### src/rtl/feature_map_streamer_pkg.sv
// Shared definitions for the feature-map streamer: FSM encoding, clog2 and the pixel channel macro.
// Channel 0 occupies the most significant D_WIDTH bits of a packed pixel.
`ifndef FMS_PIXEL_CH
`define FMS_PIXEL_CH(px, ch, w, n) px[((n)-1-(ch))*(w) +: (w)]
`endif

package feature_map_streamer_pkg;

    typedef enum logic [1:0] {
        ST_IDLE  = 2'd0,
        ST_READ  = 2'd1,
        ST_DRAIN = 2'd2
    } state_t;

    function automatic int clog2(input int value);
        int r;
        r = 0;
        for (int i = 0; i < 31; i++) begin
            if ((1 << i) < value) r = i + 1;
        end
        return r;
    endfunction

endpackage

### src/rtl/feature_map_streamer_raster_counter.sv
// raster_counter: row/col raster position with enable; col wraps after LAST and carries into row.
// Also used by the convolutional layer's output indexing.
module raster_counter #(
    parameter int WIDTH = 6,
    parameter int LAST  = 63
) (
    input  logic             clk,
    input  logic             rst_n,
    input  logic             en,
    output logic [WIDTH-1:0] row,
    output logic [WIDTH-1:0] col,
    output logic             last_col,
    output logic             last_pixel
);

    assign last_col   = (col == WIDTH'(LAST));
    assign last_pixel = last_col && (row == WIDTH'(LAST));

    always_ff @(posedge clk or negedge rst_n) begin
        if (!rst_n) begin
            row <= '0;
            col <= '0;
        end else if (en) begin
            if (last_col) begin
                col <= '0;
                row <= last_pixel ? '0 : row + 1'b1;
            end else begin
                col <= col + 1'b1;
            end
        end
    end

endmodule

### src/rtl/feature_map_streamer.sv
// feature_map_streamer: reads one frame from a synchronous RAM and streams it in raster order.
// Define FEATURE_MAP_STREAMER_ZERO_PAD_EN to wrap the frame in a one-pixel zero border.
module feature_map_streamer
    import feature_map_streamer_pkg::*;
#(
    parameter int D_WIDTH    = 8,
    parameter int D_CHANNELS = 2,
    parameter int IMAGE_SIZE = 64,
    parameter int ADDR_WIDTH = 12
) (
    input  logic                          clk,
    input  logic                          rst_n,
    input  logic                          clk_en,
    input  logic                          start,
    output logic [ADDR_WIDTH-1:0]         mem_addr,
    output logic                          mem_rd_en,
    input  logic [D_CHANNELS*D_WIDTH-1:0] mem_data,
    output logic [D_CHANNELS*D_WIDTH-1:0] pixel_data,
    output logic                          valid,
    output logic                          sof,
    output logic                          eol,
    output logic                          eof,
    output logic                          busy
);

    localparam int IDX_W = clog2(IMAGE_SIZE);
`ifdef FEATURE_MAP_STREAMER_ZERO_PAD_EN
    localparam int CNT_W = IDX_W + 1;
    localparam int LAST  = IMAGE_SIZE + 1;
`else
    localparam int CNT_W = IDX_W;
    localparam int LAST  = IMAGE_SIZE - 1;
`endif

    state_t                          state;
    logic [CNT_W-1:0]                row;
    logic [CNT_W-1:0]                col;
    logic                            last_col;
    logic                            last_pixel;
    logic                            accept;
    logic                            issue;
    logic                            border;
    logic [ADDR_WIDTH-1:0]           addr_next;
    logic [D_CHANNELS*D_WIDTH-1:0]   pix_next;
    logic                            rd_q;
    logic                            vld_p0, pad_p0, sof_p0, eol_p0, eof_p0;
    logic                            vld_p1, pad_p1, sof_p1, eol_p1, eof_p1;

    assign accept    = clk_en && (state == ST_IDLE) && start;
    assign issue     = accept || (clk_en && (state == ST_READ));
    // Gating the enable on a stall keeps the RAM output register frozen with the pipeline.
    assign mem_rd_en = rd_q && clk_en;

    raster_counter #(
        .WIDTH (CNT_W),
        .LAST  (LAST)
    ) u_raster (
        .clk        (clk),
        .rst_n      (rst_n),
        .en         (issue),
        .row        (row),
        .col        (col),
        .last_col   (last_col),
        .last_pixel (last_pixel)
    );

`ifdef FEATURE_MAP_STREAMER_ZERO_PAD_EN
    logic [IDX_W-1:0] row_i;
    logic [IDX_W-1:0] col_i;

    // Padded coordinates are offset by one; the border ring never touches the RAM.
    always_comb begin
        row_i     = IDX_W'(row - CNT_W'(1));
        col_i     = IDX_W'(col - CNT_W'(1));
        border    = (row == '0) || (row == CNT_W'(LAST)) || (col == '0) || last_col;
        addr_next = ADDR_WIDTH'({row_i, col_i});
    end
`else
    always_comb begin
        border    = 1'b0;
        addr_next = ADDR_WIDTH'({row, col});
    end
`endif

    always_comb begin
        pix_next = '0;
        if (!pad_p1) begin
            for (int ch = 0; ch < D_CHANNELS; ch++) begin
                `FMS_PIXEL_CH(pix_next, ch, D_WIDTH, D_CHANNELS) =
                    `FMS_PIXEL_CH(mem_data, ch, D_WIDTH, D_CHANNELS);
            end
        end
    end

    always_ff @(posedge clk or negedge rst_n) begin
        if (!rst_n) begin
            state      <= ST_IDLE;
            busy       <= 1'b0;
            mem_addr   <= '0;
            rd_q       <= 1'b0;
            vld_p0     <= 1'b0;
            pad_p0     <= 1'b0;
            sof_p0     <= 1'b0;
            eol_p0     <= 1'b0;
            eof_p0     <= 1'b0;
            vld_p1     <= 1'b0;
            pad_p1     <= 1'b0;
            sof_p1     <= 1'b0;
            eol_p1     <= 1'b0;
            eof_p1     <= 1'b0;
            pixel_data <= '0;
            valid      <= 1'b0;
            sof        <= 1'b0;
            eol        <= 1'b0;
            eof        <= 1'b0;
        end else if (clk_en) begin
            case (state)
                ST_IDLE: begin
                    if (start) begin
                        state <= ST_READ;
                        busy  <= 1'b1;
                    end
                end
                ST_READ: begin
                    if (last_pixel) state <= ST_DRAIN;
                end
                ST_DRAIN: begin
                    if (valid && eof) begin
                        state <= ST_IDLE;
                        busy  <= 1'b0;
                    end
                end
                default: state <= ST_IDLE;
            endcase

            // Stage p0: address issued to the RAM, markers taken from the raster position
            rd_q   <= issue && !border;
            if (issue && !border) mem_addr <= addr_next;
            vld_p0 <= issue;
            pad_p0 <= issue && border;
            sof_p0 <= issue && (row == '0) && (col == '0);
            eol_p0 <= issue && last_col;
            eof_p0 <= issue && last_pixel;

            // Stage p1: RAM read data now present on mem_data
            vld_p1 <= vld_p0;
            pad_p1 <= pad_p0;
            sof_p1 <= sof_p0;
            eol_p1 <= eol_p0;
            eof_p1 <= eof_p0;

            // Output stage
            valid <= vld_p1;
            sof   <= sof_p1;
            eol   <= eol_p1;
            eof   <= eof_p1;
            if (vld_p1) pixel_data <= pix_next;
        end
    end

endmodule
### config.mk
export PLATFORM = sky130hd
export DESIGN_NAME = feature_map_streamer
export DESIGN_NICKNAME = d
export VERILOG_FILES = /design/src/rtl/feature_map_streamer_pkg.sv /design/src/rtl/feature_map_streamer_raster_counter.sv /design/src/rtl/feature_map_streamer.sv
export SDC_FILE = /design/constraint.sdc
export NUM_CORES = 1
export LEC_CHECK = 0
export BUFFER_PORTS_ARGS = -buffer_cell sky130_fd_sc_hd__buf_2
export CORE_MARGIN = 2
export CORE_UTILIZATION = 25
export DETAILED_ROUTE_END_ITERATION = 16
export SYNTH_ARGS = -nofsm -noshare
export SYNTH_HDL_FRONTEND = slang
export SYNTH_SLANG_ARGS = --single-unit
### constraint.sdc
create_clock -name clk -period 3.97 [get_ports clk]
set_clock_uncertainty 0.2 [all_clocks]
set_input_delay 0.397 -clock clk [delete_from_list [all_inputs] [get_ports clk]]
set_output_delay 0.397 -clock clk [all_outputs]
set_load 0.02 [all_outputs]
==> flow_metrics.tcl, run 1 <==
set metrics [dict create \
    worst_slew_pin_slew_ps 698 \
    path_buf_inv 0 \
    crit_slowest_cell "or4_4" \
    die-area_sq_um 9930 \
    required_ps 4010 \
    yosysTopAreaCellShare 0.602 \
    fp.dieH_microns 99.7 \
    cts_root_buffer "clkbuf_8" \
    wl_per_cell_microns 12.5 \
    gp_congestion 0.766 \
    htree_levels 2 \
    drtIter0Drc 67 \
    leakagePower_nw 1.35 \
    grt_usage 0.0969 \
    clk-insertion-delay-late_ps 320 \
    synth_area_leader_cell "dfrtp_1" \
    ys_top_cells_by_area "dfrtp_1 60%, mux2_2 12%, nand2_1 6.2%, o21ai_0 3.3%, ha_1 2.2%" \
    synth.avg_cell_area_sq_um 11.4 \
    antenna_found_initial 0 \
    cts_made_buffers 5 \
    worstPathCellList "ha_1, nand2_1, or4_4, or3_1, o21ai_1" \
    worstPathArrival_ps 1990 \
    rsz0062_at_grt "no" \
    path_max_fanout 10 \
    tritoncts "built" \
    vdd_drop_max_mv 0.243 \
    cp-end-kind "register" \
    overflow 0 \
    placed_cell_area_sq_um 2670 \
    start_util 0.260 \
    layout_min_cycle_time_ps 1950 \
    cap_viol_max_count 0 \
    p_total_w 0.00149 \
    grt_pass1_wl_microns 7700 \
    synth-seq-area-share 0.602 \
    slowest_delay_ps 500 \
    finalSetupViolCount 0 \
    setup-tns-final_ps 0 \
    nets 280 \
    status "complete, no violations" \
    syn_area_sq_um 2290 \
    cts_buffer_depth 2 \
    ant_nets 0 \
    avgViaCountPerCell 4.41 \
    powerDensity_nw_per_um2 534 \
    clock_sinks 55 \
    max_slew_margin 0.533 \
    finalCritPeriodShare 0.492 \
    ys_ff_latch 55 \
    drv_slew 0 \
    yosys_warnings 0 \
    path_clk_slew_ps 110 \
    num_rows 34 \
    clock.fmax_mhz 512 \
    ys_types 36 \
    n_antenna_cell 0 \
    die_x_microns 99.7 \
    drc 0 \
    drive_above_1_share 0.362 \
    hold_viol_final 0 \
    grt_max_degree 30 \
    area_delta_synth_final_pct 22.2 \
    numPortBuffers 53 \
    cts_setup_buffers 0 \
    syn-num-nets 224 \
    criticalPathCategory "register to register" \
    hpwl_microns 3410 \
    crit_path_start_kind "register" \
    ioPinCount 54 \
    stdcell_area_sq_um 2800 \
    worstHoldPathType "input pin to register" \
    dr.pass1.iters 4 \
    first_global_vias 1641 \
    cp_top_family "simple AND/OR/NAND/NOR gates" \
    coreArea_sq_um 8810 \
    routed_wl_microns 4550 \
    num_vias 1611 \
    synthCells 200 \
]
cells by family (layout without fill, tap and decap cells):
| kind of cell | after synthesis | in the layout | share of synthesized area |
|---|---|---|---|
| xor+xnor | 4 | 4 | 0.0153 |
| simple gates | 63 | 63 | 0.129 |
| flops | 55 | 55 | 0.602 |
| buf+inv | 20 | 77 | 0.0361 |
| mux | 24 | 24 | 0.118 |
| compound gates | 30 | 30 | 0.0782 |
| fa+ha+maj | 4 | 4 | 0.0219 |
synth_stat cells:
cell / n
nand3_1: 3
xnor2_1: 1
nand4_1: 1
xor2_1: 3
nor2b_1: 1
nor3_1: 2
a21oi_1: 3
a31oi_1: 1
inv_1: 13
o21ai_0: 15
or3_1: 2
nand2_1: 38
nand2b_1: 1
or4_4: 1
o2bb2ai_1: 1
nor4_1: 3
dfrtp_1: 55
ha_1: 4
or2_2: 2
o22ai_1: 2
clkbuf_1: 5
nand3_2: 1
nor2_1: 5
o21bai_1: 1
o31ai_1: 1
buf_6: 1
and2_1: 1
o41ai_1: 1
o32ai_1: 1
a22o_1: 1
o21ai_1: 2
buf_1: 1
and3_2: 1
and4_2: 1
a32o_1: 1
mux2_2: 24
worst register-to-register path: stages (launching register included):
cell	delay [ps]
dfrtp_1	430
ha_1	230
nand2_1	120
or4_4	500
or3_1	330
o21ai_1	70
power by group:
part	switching, W	internal [W]
Combinational	0.000222	0.000145
Clock	0.000190	0.000191
Sequential	0.0000812	0.000664
timing repair:
action / CTS / global route
hold buffers: 1 / 0
hold endpoints to repair: 26 / 0
gates resized for setup: 0 / 0
cell usage in the layout, fill, tap and decap left out:
cell	instances
nand2_1	38
clkinv_4	1
buf_2	53
o31ai_1	1
xnor2_1	1
nand3_2	1
nand4_1	1
and2_1	1
o2bb2ai_1	1
and3_2	1
a21oi_1	3
inv_1	13
a32o_1	1
o21bai_1	1
clkbuf_8	5
o22ai_1	2
nor2_1	5
o32ai_1	1
and4_2	1
xor2_1	3
a22o_1	1
nand3_1	3
nor4_1	3
nor2b_1	1
buf_4	2
bufinv_16	1
or4_4	1
o21ai_1	2
o21ai_0	15
mux2_2	24
or3_1	2
ha_1	4
nand2b_1	1
nor3_1	2
dfrtp_1	55
dlygate4sd3_1	1
inv_6	1
or2_2	2
o41ai_1	1
a31oi_1	1
cell type report:
type | count | area, sq um
clock inverter | 3 | 47.5
clock buffer | 5 | 68.8
sequential | 55 | 1380
fill | 880 | 6010
multi-input combinational | 125 | 828
timing repair buffer | 56 | 290
inverter | 13 | 48.8
tap | 108 | 135
registers in the layout, summed over array words and instances, names as in the netlist, 2 cells and up:
name and flops:
pixel_data 16, mem_addr 12, u_raster.col 6, u_raster.row 6, state 2
stage by stage:
| step | cells | hold WS (ps) | setup slack (ps) | util |
|---|---|---|---|---|
| global route | 365 | 84.5 | 1840 | 0.317 |
| finish | 365 | 98.3 | 2020 | 0.317 |
| floorplan | 200 | -98.6 | 2110 | - |
| CTS | 365 | 91.4 | 2020 | 0.317 |
| detailed placement | 356 | 251 | 1830 | 0.303 |
| global placement | 356 | 241 | 1850 | 0.303 |
path summary, 6_finish.rpt:
kind	start	to	slack, ps	cells past startpoint
max in group asynchronous	rst_n	pixel_data[8]	2360	3
min	mem_data[1]	pixel_data[1]	100	2
min reg2reg	mem_addr[8]	mem_addr[8]	280	2
min in group asynchronous	rst_n	state[0]	420	2
max reg2reg	u_raster.col[0]	u_raster.row[3]	2020	5
max	u_raster.col[0]	u_raster.row[3]	2020	5
routing by layer:
metal	global-route usage	part of all wire	vias to the layer above
met2	0.167	0.50	32
met5	0	0	-
met4	0.0158	0.0079	0
met3	0.0344	0.044	4
li1	-	-	792
met1	0.119	0.45	783
No activity file was read; power rests on OpenSTA's default activity.
==> run 2: changes to the inputs <==
clock period = 1.6 ns   (was 3.97 ns; I/O delays follow)
==> run 2 against run 1 <==
Compared with the run above:
- the flow now finishes with violations (negative setup slack)
- sequential share of layout area shrank 10 points
- core utilization up 8.4 points
- fmax increased by 8.2%
- hold slack got worse by 36 ps
- cell area grew 26%
- critical path type unchanged
- largest cell class unchanged
==> flow_metrics.tcl, run 2 (synthesis gave the netlist of run 1 again) <==
set metrics [dict create \
    status "finished with violations" \
    failed_checks "negative setup slack" \
    crit_path_start_kind "register" \
    fp.dieH_microns 99.7 \
    crit_slowest_cell "or4_4" \
    crit_path_end "u_raster.row[3]" \
    path_clk_slew_ps 110 \
    clkPwrFrac 0.224 \
    gr-max-usage-layer "met2" \
    cts_buffer_depth 2 \
    worst_slew_pin_slew_ps 412 \
    most-common-layout-cells "55 x dfrtp_1, 53 x buf_2, 34 x nand2_1, 34 x buf_4, 24 x mux2_2" \
    cts_root_buffer "clkbuf_8" \
    setup_ws_ps -204 \
    wl_per_cell_microns 12.9 \
    setup-tns-final_ps -1120 \
    hpwl_microns 3660 \
    clock_sinks 55 \
    worstHoldPathType "input pin to register" \
    n_antenna_cell 0 \
    num_rows 34 \
    layout_min_cycle_time_ps 1800 \
    nets 339 \
    hold_viol_final 0 \
    area_delta_synth_final_pct 54.5 \
    p_total_w 0.00427 \
    largest_register_ffs 16 \
    reg2reg_from "state[1]" \
    p_sw_frac 0.326 \
    routed_wl_microns 5460 \
    slowest_delay_ps 590 \
    finalCritPeriodShare 1.13 \
    layout_commonest_cell "dfrtp_1" \
    clock.fmax_mhz 554 \
    finalSetupViolCount 11 \
    drive_above_1_share 0.519 \
    dr.pass1.iters 4 \
    first_global_vias 1982 \
    overflow 0 \
    switchingPower_w 0.00139 \
    crit_path_start "state[1]" \
    required_ps 1650 \
    worstPathCellList "nand2b_4, or4_4, or3_1, o21ai_1" \
    fin_cells 424 \
    leakagePower_nw 1.70 \
    vdd_drop_max_mv 0.516 \
    path_max_fanout 7 \
    gp_congestion 0.747 \
    reg2reg_to "u_raster.row[3]" \
    r2r.worst_path.cells 4 \
    start_util 0.260 \
    worstPathArrival_ps 1850 \
    rrSetupSlack_ps -200 \
    cp-end-kind "register" \
    seq_area_sq_um 1380 \
    largest_registers "pixel_data: 16 flops, mem_addr: 12 flops" \
    grt_pass1_wl_microns 9310 \
    p_seq_frac 0.420 \
    powerDensity_nw_per_um2 1210 \
    pwr-share-comb 0.356 \
    top_register "pixel_data" \
    grt_usage 0.116 \
    numPortBuffers 53 \
    drc 0 \
    ioPinCount 54 \
    htree_levels 2 \
    dp_slack_ps -154 \
    power_report.internal_total_w 0.00288 \
    criticalPathCategory "register to register" \
    drtIter0Drc 106 \
    grt.met2_usage 0.204 \
    cap_viol_max_count 0 \
    placed_cells 385 \
    die_x_microns 99.7 \
    antenna_found_initial 0 \
    rsz0062_at_grt "yes" \
    coreArea_sq_um 8810 \
    multi_input_area_sq_um 1020 \
    grtUsageMet1 0.139 \
    avgViaCountPerCell 4.41 \
    grt_max_degree 41 \
    num_vias 1871 \
    clk-insertion-delay-late_ps 310 \
    ant_nets 0 \
    cts_made_buffers 5 \
    max_slew_margin 0.726 \
    drv_slew 0 \
    tritoncts "built" \
    die-area_sq_um 9930 \
    grtUsageMet3 0.0246 \
    hold_ws_ps 62.1 \
    fillers 844 \
]
run 2: cell types whose count changed in the layout (fill, tap and decap cells not counted), sizes merged:
| cell | delta |
|---|---|
| clkbuf | +1 |
| inv | -1 |
| dlygate4sd3 | +16 |
| buf | +43 |
run 2: stage by stage:
step,area (sq um),util
2_1_floorplan,2300,-
3_3_place_gp,2920,0.332
3_5_place_dp,2920,0.332
4_1_cts,3360,0.382
5_1_grt,3530,0.401
6_report,3530,0.401
run 2: how the worst min path moves through the flow:
stage	startpoint	to	slack (ps)	cells past startpoint
after floorplan	rst_n	busy	-340	0
final	clk_en	eol_p0	60	3
after CTS	clk_en	eof_p0	60	3
after detailed placement	rst_n	mem_addr[1]	-80	1
after global placement	rst_n	mem_addr[8]	-90	1
after global routing	clk_en	eol_p0	80	3
run 2: final cells by class:
cell class                 instances  area share
sequential                        55       0.390
multi-input combinational        125       0.288
timing repair buffer             115       0.235
tap                              108      0.0382
clock buffer                       6      0.0234
inverter                          13      0.0152
clock inverter                     2     0.00992
run 2: worst max-delay path: cells and delay by family, from the launching register on:
| family | cells | cell delay (ps) |
|---|---|---|
| flip-flops | 1 | 400 |
| AND/OR/NAND/NOR | 3 | 1060 |
| AO/OA/AOI/OAI | 1 | 80 |
run 2: power by group through the flow:
stage	clock network [W]	registers, W	logic, W
finish	0.000956	0.00179	0.00152
global route	0.00105	0.00183	0.00165
CTS	0.000997	0.00179	0.00141
detailed placement	0	0.00182	0.00119
global placement	0	0.00180	0.00118
floorplan	0	0.00207	0.000373
run 2: repair_timing:
action,CTS,global route
hold endpoints to repair,71,0
hold buffers,17,0
pin swaps,6,5
resized for setup,25,28
setup buffers,5,10
endpoints found under the setup margin,12,15
run 2: layer usage:
| layer | share of wire | wire [microns] |
|---|---|---|
| met4 | 0.017 | 91 |
| met5 | 0 | 0 |
| met3 | 0.034 | 185 |
| met1 | 0.43 | 2340 |
| met2 | 0.52 | 2840 |
